[src/rtl/controle_noite.sv]
// Night-phase sequencer: grants the target selector to wolf, seer and doctor in turn, then resolves the victim.
// Optional NOITE_TIMEOUT_EN adds a per-turn timeout counter and the timeout pulse.
module controle_noite #(
  parameter int N_JOGADORES    = 8,
  parameter int TIMEOUT_CICLOS = 1000,
  localparam int W             = $clog2(N_JOGADORES)
) (
  input  logic                   clock,
  input  logic                   reset_n,
  input  logic                   inicia_noite,
  input  logic [2:0]             papel_vivo,
  input  logic [N_JOGADORES-1:0] vivos,
  input  logic [W-1:0]           alvo,
  input  logic                   passa,
  output logic [1:0]             turno,
  output logic [W-1:0]           revela_idx,
  output logic                   revela_pulso,
  output logic [W-1:0]           vitima,
  output logic                   vitima_valida,
  output logic [W-1:0]           protegido,
  output logic                   timeout,
  output logic                   fim_noite,
  output logic [4:0]             db_estado
);

  typedef enum logic [3:0] {
    OCIOSO        = 4'd0,
    TURNO_LOBO    = 4'd1,
    REG_LOBO      = 4'd2,
    TURNO_VIDENTE = 4'd3,
    REG_VIDENTE   = 4'd4,
    TURNO_MEDICO  = 4'd5,
    REG_MEDICO    = 4'd6,
    RESOLVE       = 4'd7,
    FIM           = 4'd8
  } estado_t;

  estado_t        estado_r;
  logic           flag_lobo_r, flag_medico_r;
  logic [W-1:0]   vitima_r, protegido_r, revela_idx_r;
  logic           vitima_valida_r, revela_pulso_r, timeout_r, fim_noite_r;
  logic           em_turno_s, passa_ok_s, expira_s;

  // apos: 0 = night start, 1 = after wolf, 2 = after seer, 3 = after doctor
  function automatic estado_t proximo(input logic [1:0] apos, input logic [2:0] pv);
    if (apos == 2'd0 && pv[0])       return TURNO_LOBO;
    else if (apos <= 2'd1 && pv[1])  return TURNO_VIDENTE;
    else if (apos <= 2'd2 && pv[2])  return TURNO_MEDICO;
    else                             return RESOLVE;
  endfunction

  // Turn state and validity of the current confirmation
  always_comb begin
    em_turno_s = 1'b0;
    passa_ok_s = 1'b0;
    if (estado_r == TURNO_LOBO || estado_r == TURNO_VIDENTE || estado_r == TURNO_MEDICO) begin
      em_turno_s = 1'b1;
    end else begin
      em_turno_s = 1'b0;
    end
    if (passa && em_turno_s && ({1'b0, alvo} < (W+1)'(N_JOGADORES))) begin
      passa_ok_s = vivos[alvo];
    end else begin
      passa_ok_s = 1'b0;
    end
  end

`ifdef NOITE_TIMEOUT_EN
  localparam int CW = $clog2(TIMEOUT_CICLOS);
  logic [CW-1:0] cnt_r;

  // Per-turn cycle counter; restarts whenever a turn is left or not active
  always_ff @(posedge clock or negedge reset_n) begin
    if (!reset_n) begin
      cnt_r <= '0;
    end else if (!em_turno_s || passa_ok_s || expira_s) begin
      cnt_r <= '0;
    end else begin
      cnt_r <= cnt_r + CW'(1);
    end
  end

  assign expira_s = em_turno_s && (cnt_r == CW'(TIMEOUT_CICLOS - 1));
`else
  assign expira_s = 1'b0;
`endif

  // Night sequencer with registered results and strobes
  always_ff @(posedge clock or negedge reset_n) begin
    if (!reset_n) begin
      estado_r        <= OCIOSO;
      flag_lobo_r     <= 1'b0;
      flag_medico_r   <= 1'b0;
      vitima_r        <= '0;
      protegido_r     <= '0;
      revela_idx_r    <= '0;
      vitima_valida_r <= 1'b0;
      revela_pulso_r  <= 1'b0;
      timeout_r       <= 1'b0;
      fim_noite_r     <= 1'b0;
    end else begin
      revela_pulso_r <= 1'b0;
      timeout_r      <= 1'b0;
      fim_noite_r    <= 1'b0;
      case (estado_r)
        OCIOSO: begin
          if (inicia_noite) begin
            flag_lobo_r     <= 1'b0;
            flag_medico_r   <= 1'b0;
            vitima_valida_r <= 1'b0;
            estado_r        <= proximo(2'd0, papel_vivo);
          end
        end
        TURNO_LOBO: begin
          if (passa_ok_s) begin
            vitima_r <= alvo;
            estado_r <= REG_LOBO;
          end else if (expira_s) begin
            timeout_r <= 1'b1;
            estado_r  <= proximo(2'd1, papel_vivo);
          end
        end
        REG_LOBO: begin
          flag_lobo_r <= 1'b1;
          estado_r    <= proximo(2'd1, papel_vivo);
        end
        TURNO_VIDENTE: begin
          if (passa_ok_s) begin
            revela_idx_r   <= alvo;
            revela_pulso_r <= 1'b1;
            estado_r       <= REG_VIDENTE;
          end else if (expira_s) begin
            timeout_r <= 1'b1;
            estado_r  <= proximo(2'd2, papel_vivo);
          end
        end
        REG_VIDENTE: estado_r <= proximo(2'd2, papel_vivo);
        TURNO_MEDICO: begin
          if (passa_ok_s) begin
            protegido_r <= alvo;
            estado_r    <= REG_MEDICO;
          end else if (expira_s) begin
            timeout_r <= 1'b1;
            estado_r  <= RESOLVE;
          end
        end
        REG_MEDICO: begin
          flag_medico_r <= 1'b1;
          estado_r      <= RESOLVE;
        end
        RESOLVE: begin
          vitima_valida_r <= flag_lobo_r & ~(flag_medico_r & (protegido_r == vitima_r));
          fim_noite_r     <= 1'b1;
          estado_r        <= FIM;
        end
        FIM:     estado_r <= OCIOSO;
        default: estado_r <= OCIOSO;
      endcase
    end
  end

  // State decode for the turn indicator and debug code
  always_comb begin
    turno     = 2'd0;
    db_estado = 5'b11111;
    case (estado_r)
      TURNO_LOBO, REG_LOBO:         turno = 2'd1;
      TURNO_VIDENTE, REG_VIDENTE:   turno = 2'd2;
      TURNO_MEDICO, REG_MEDICO:     turno = 2'd3;
      default:                      turno = 2'd0;
    endcase
    case (estado_r)
      OCIOSO, TURNO_LOBO, REG_LOBO, TURNO_VIDENTE, REG_VIDENTE,
      TURNO_MEDICO, REG_MEDICO, RESOLVE, FIM: db_estado = {1'b0, estado_r};
      default:                                db_estado = 5'b11111;
    endcase
  end

  assign revela_idx    = revela_idx_r;
  assign revela_pulso  = revela_pulso_r;
  assign vitima        = vitima_r;
  assign vitima_valida = vitima_valida_r;
  assign protegido     = protegido_r;
  assign timeout       = timeout_r;
  assign fim_noite     = fim_noite_r;

endmodule

[config.mk]
export PLATFORM = sky130hd
export DESIGN_NAME = controle_noite
export DESIGN_NICKNAME = d
export VERILOG_FILES = /design/src/rtl/controle_noite.sv
export SDC_FILE = /design/constraint.sdc
export NUM_CORES = 1
export LEC_CHECK = 0
export ABC_AREA = 1
export CORE_MARGIN = 2
export CORE_UTILIZATION = 46
export CTS_BUF_LIST = sky130_fd_sc_hd__clkbuf_16
export DETAILED_ROUTE_END_ITERATION = 6
export PLACE_DENSITY = 0.83
export SYNTH_ARGS = -nofsm -noshare
export SYNTH_HDL_FRONTEND = slang
export SYNTH_SLANG_ARGS = --single-unit
[constraint.sdc]
create_clock -name clock -period 4 [get_ports clock]
set_input_delay 1 -clock clock [delete_from_list [all_inputs] [get_ports clock]]
set_output_delay 1 -clock clock [all_outputs]
set_load 0.005 [all_outputs]
==> flow_summary.yaml <==
global_route:
  grt_pass1_vias: 963
  overflow: 0
  global_route_wire_length_before_repair_mm: 3.98
  grt_max_degree: 19
  groute.usage.overall_pct: 20.4
  initial_antenna_violation_count: 0
hold_path:
  worstHoldStart: "revela_idx[1]$_DFFE_PN0P_"
  timing.hold.worst.class: "reg -> reg"
clock_network:
  clock_path_buffers: 2
  cts-hold-fix-buffers: 0
  h_tree_levels: 1
  clkLatencyLatePin_ps: 250
  clk_pin_slew_worst_paths_ps: 50
  cts_root_buf: "clkbuf_16"
  cts.sink_count: 18
  post_cts.repair.setup_buffers: 0
  numCtsBuffers: 3
  tritoncts: "done"
  postCtsResizedCells: 0
setup_path:
  critical_path.endpoint_type: "output port"
  r2r_cells: 10
  regToRegSetupSlack_ps: 2360
  critPathRequiredTime_ps: 3000
  arrival_ps: 1890
  reg2reg_from: "estado_r[3]$_DFFE_PN0P_"
  crit_path_end: "turno[1]"
  timing.critical_path.cells: "nor2_1, inv_1, nor2_1, inv_1, nand2_1, clkdlybuf4s50_1"
  crit_path_max_incr_delay_ps: 490
  kind_of_critical_path: "reg -> out"
  r2r_end: "protegido[0]$_DFFE_PN0P_"
  timing.critical_path.from: "estado_r[3]$_DFFE_PN0P_"
  critPathSlowestCell: "clkdlybuf4s50_1"
  worst_setup_path_start_kind: "flip-flop"
  cp_max_fo: 6
floorplan:
  initial_standard_cell_utilization_of_the_core_pct: 47.4
  ioPinCount: 38
  die-height_um: 51.0
  coreArea_sq_mm: 0.00215
  die-width_um: 51.0
  floorplan.die_area_sq_mm: 0.00260
  fp-row-count: 17
cells_and_area:
  antenna-diode-count: 0
  areaGrowthSynthToFinish_pct: 45.0
  final.fill_count: 176
  fin_nets: 203
  final_cells: 212
  final_cell_area_sq_mm: 0.00148
  layout_cells_sized_above_1_pct: 7.07
synthesis:
  netlist_area_sq_mm: 0.00102
  synthTopCellsByCount: "nand2_1 (65), dfrtp_1 (18), inv_1 (18), nand3_1 (10), nor2_1 (10)"
  yosysWarnings: 0
  synthDominantAreaCellType: "dfrtp_1"
  postSynthRegisterBits: 18
  synthArstFlopShare_pct: 100
  synth_most_common_cell: "nand2_1"
  post_synthesis_net_count: 165
  synthesis.instances: 147
  dominantRegCellSynth: "dfrtp_1"
  synth_top_cells_by_area: "dfrtp_1 (44%), nand2_1 (24%), inv_1 (6.6%), nand3_1 (4.9%), nor2_1 (3.7%)"
  post_synth_edffs: 0
  synthDominantCellAreaShare_pct: 44.3
  yosysUniqueCellTypes: 21
  synth.yosys.seq_area_share_pct: 44.3
  synth.avg_cell_area_sq_um: 6.92
route:
  detail-route-antenna-nets: 0
  firstDrtPassIters: 4
  wire_per_inst_um: 11.6
  drtIter0Drc: 14
  postRouteWirelength_mm: 2.47
  remaining_drc_errors: 0
  vias_per_cell: 4.88
  num_vias: 1035
sta:
  final-max-slew-violation-count: 0
  max_slew_headroom_pct: 45.5
  fmaxAchievable_ghz: 0.346
  final_critical_path_setup_slack_ps: 1110
  final-hold-violation-count: 0
  worst_setup_skew_after_layout_ps: 3.52
  worst_pin_slew_ps: 815
  accumulated_negative_setup_slack_ps: 0
  finalWorstPathRequiredPeriod_ps: 2890
  rsz_0062_raised_after_global_routing: "no"
  final.period_utilization_pct: 72.3
  final-setup-viol-count: 0
place:
  port_buffers: 36
  postPlaceCellArea_sq_mm: 0.00140
  detailedPlace.worstSlack_ps: 1380
  hpwl_mm: 1.97
  routabilityCongestion: 0.830
  post-place-cells: 208
run_status:
  status: "finished clean"
power:
  design_power_total_uw: 1050
  pwr_density_cell_mw_per_mm2: 712
  total_leakage_power_uw: 0.000747
  peakVddDrop_mv: 0.350
run:
  drv.max_cap_violation_count: 0
layout by cell type, fill, tap and decap left out, types with 3 or more instances in the layout:
master	instances
clkbuf_16	3
clkdlybuf4s50_1	36
dfrtp_1	18
inv_1	18
inv_2	3
nand2_1	65
nand3_1	10
nor2_1	10
nor2_2	3
nor3_1	3
xnor2_1	3
layout make-up:
type	count	area [sq um]	share of cell area, %
Sequential cell	18	450	30.5
Tap cell	28	35.0	2.37
Multi-Input combinational cell	105	472	32.0
Inverter	21	78.8	5.34
Clock buffer	3	75.1	5.09
Clock inverter	1	3.75	0.254
Timing Repair Buffer	36	360	24.4
how the worst min path moves through the flow:
| stage | end | slack [ps] | depth (start not counted) |
|---|---|---|---|
| 6_report | revela_idx[1]$_DFFE_PN0P_ | 470 | 2 |
| 4_1_cts | revela_idx[1]$_DFFE_PN0P_ | 480 | 2 |
| 5_1_grt | revela_idx[2]$_DFFE_PN0P_ | 500 | 2 |
| 3_5_place_dp | revela_idx[2]$_DFFE_PN0P_ | 460 | 2 |
| 3_3_place_gp | revela_idx[1]$_DFFE_PN0P_ | 460 | 2 |
| 2_1_floorplan | flag_medico_r$_DFFE_PN0P_ | 440 | 2 |
layer usage:
layer | part of all wire (%) | up-vias | GRT usage (%)
met4 | 0.93 | 0 | 9.01
li1 | - | 513 | -
met1 | 40 | 479 | 21.4
met3 | 6.0 | 4 | 3.22
met2 | 53 | 39 | 39.4
met5 | 0 | - | 0
flip-flops by register name, indices dropped and copies added, names as in the netlist:
name / count
estado_r: 4
fim_noite: 1
flag_lobo_r: 1
flag_medico_r: 1
protegido: 3
revela_idx: 3
revela_pulso: 1
vitima: 3
vitima_valida: 1
where the power goes:
group | leakage [uW] | switching [uW] | total, uW | internal, uW
combinational | 0.000479 | 254 | 524 | 270
clock | 0.0000385 | 66.7 | 200 | 133
sequential | 0.000230 | 69.4 | 327 | 257
total | 0.000747 | 391 | 1050 | 660
per-stage QoR:
stage	hold WS (ps)	util, %
after global placement	458	65.0
after detailed placement	462	65.0
after CTS	477	68.7
after global routing	496	68.7
final	475	68.7
after floorplan	442	-
critical path: cells and delay by family (launching register included):
| kind | cells | cell delay, ps |
|---|---|---|
| and+or+nand+nor | 3 | 510 |
| buffers and inverters | 3 | 690 |
| DFF | 1 | 440 |
logic make-up (layout without fill, tap and decap cells):
kind of cell / after synthesis / in the layout / synth area share, %
and+or+nand+nor: 97 / 97 / 41.2
buffers and inverters: 24 / 61 / 9.35
DFF: 18 / 18 / 44.3
AOI/OAI and AO/OA: 4 / 4 / 2.21
xor gates and xnor gates: 3 / 3 / 2.58
other: 1 / 1 / 0.369
Note: power is estimated with default switching activity, not from simulation.
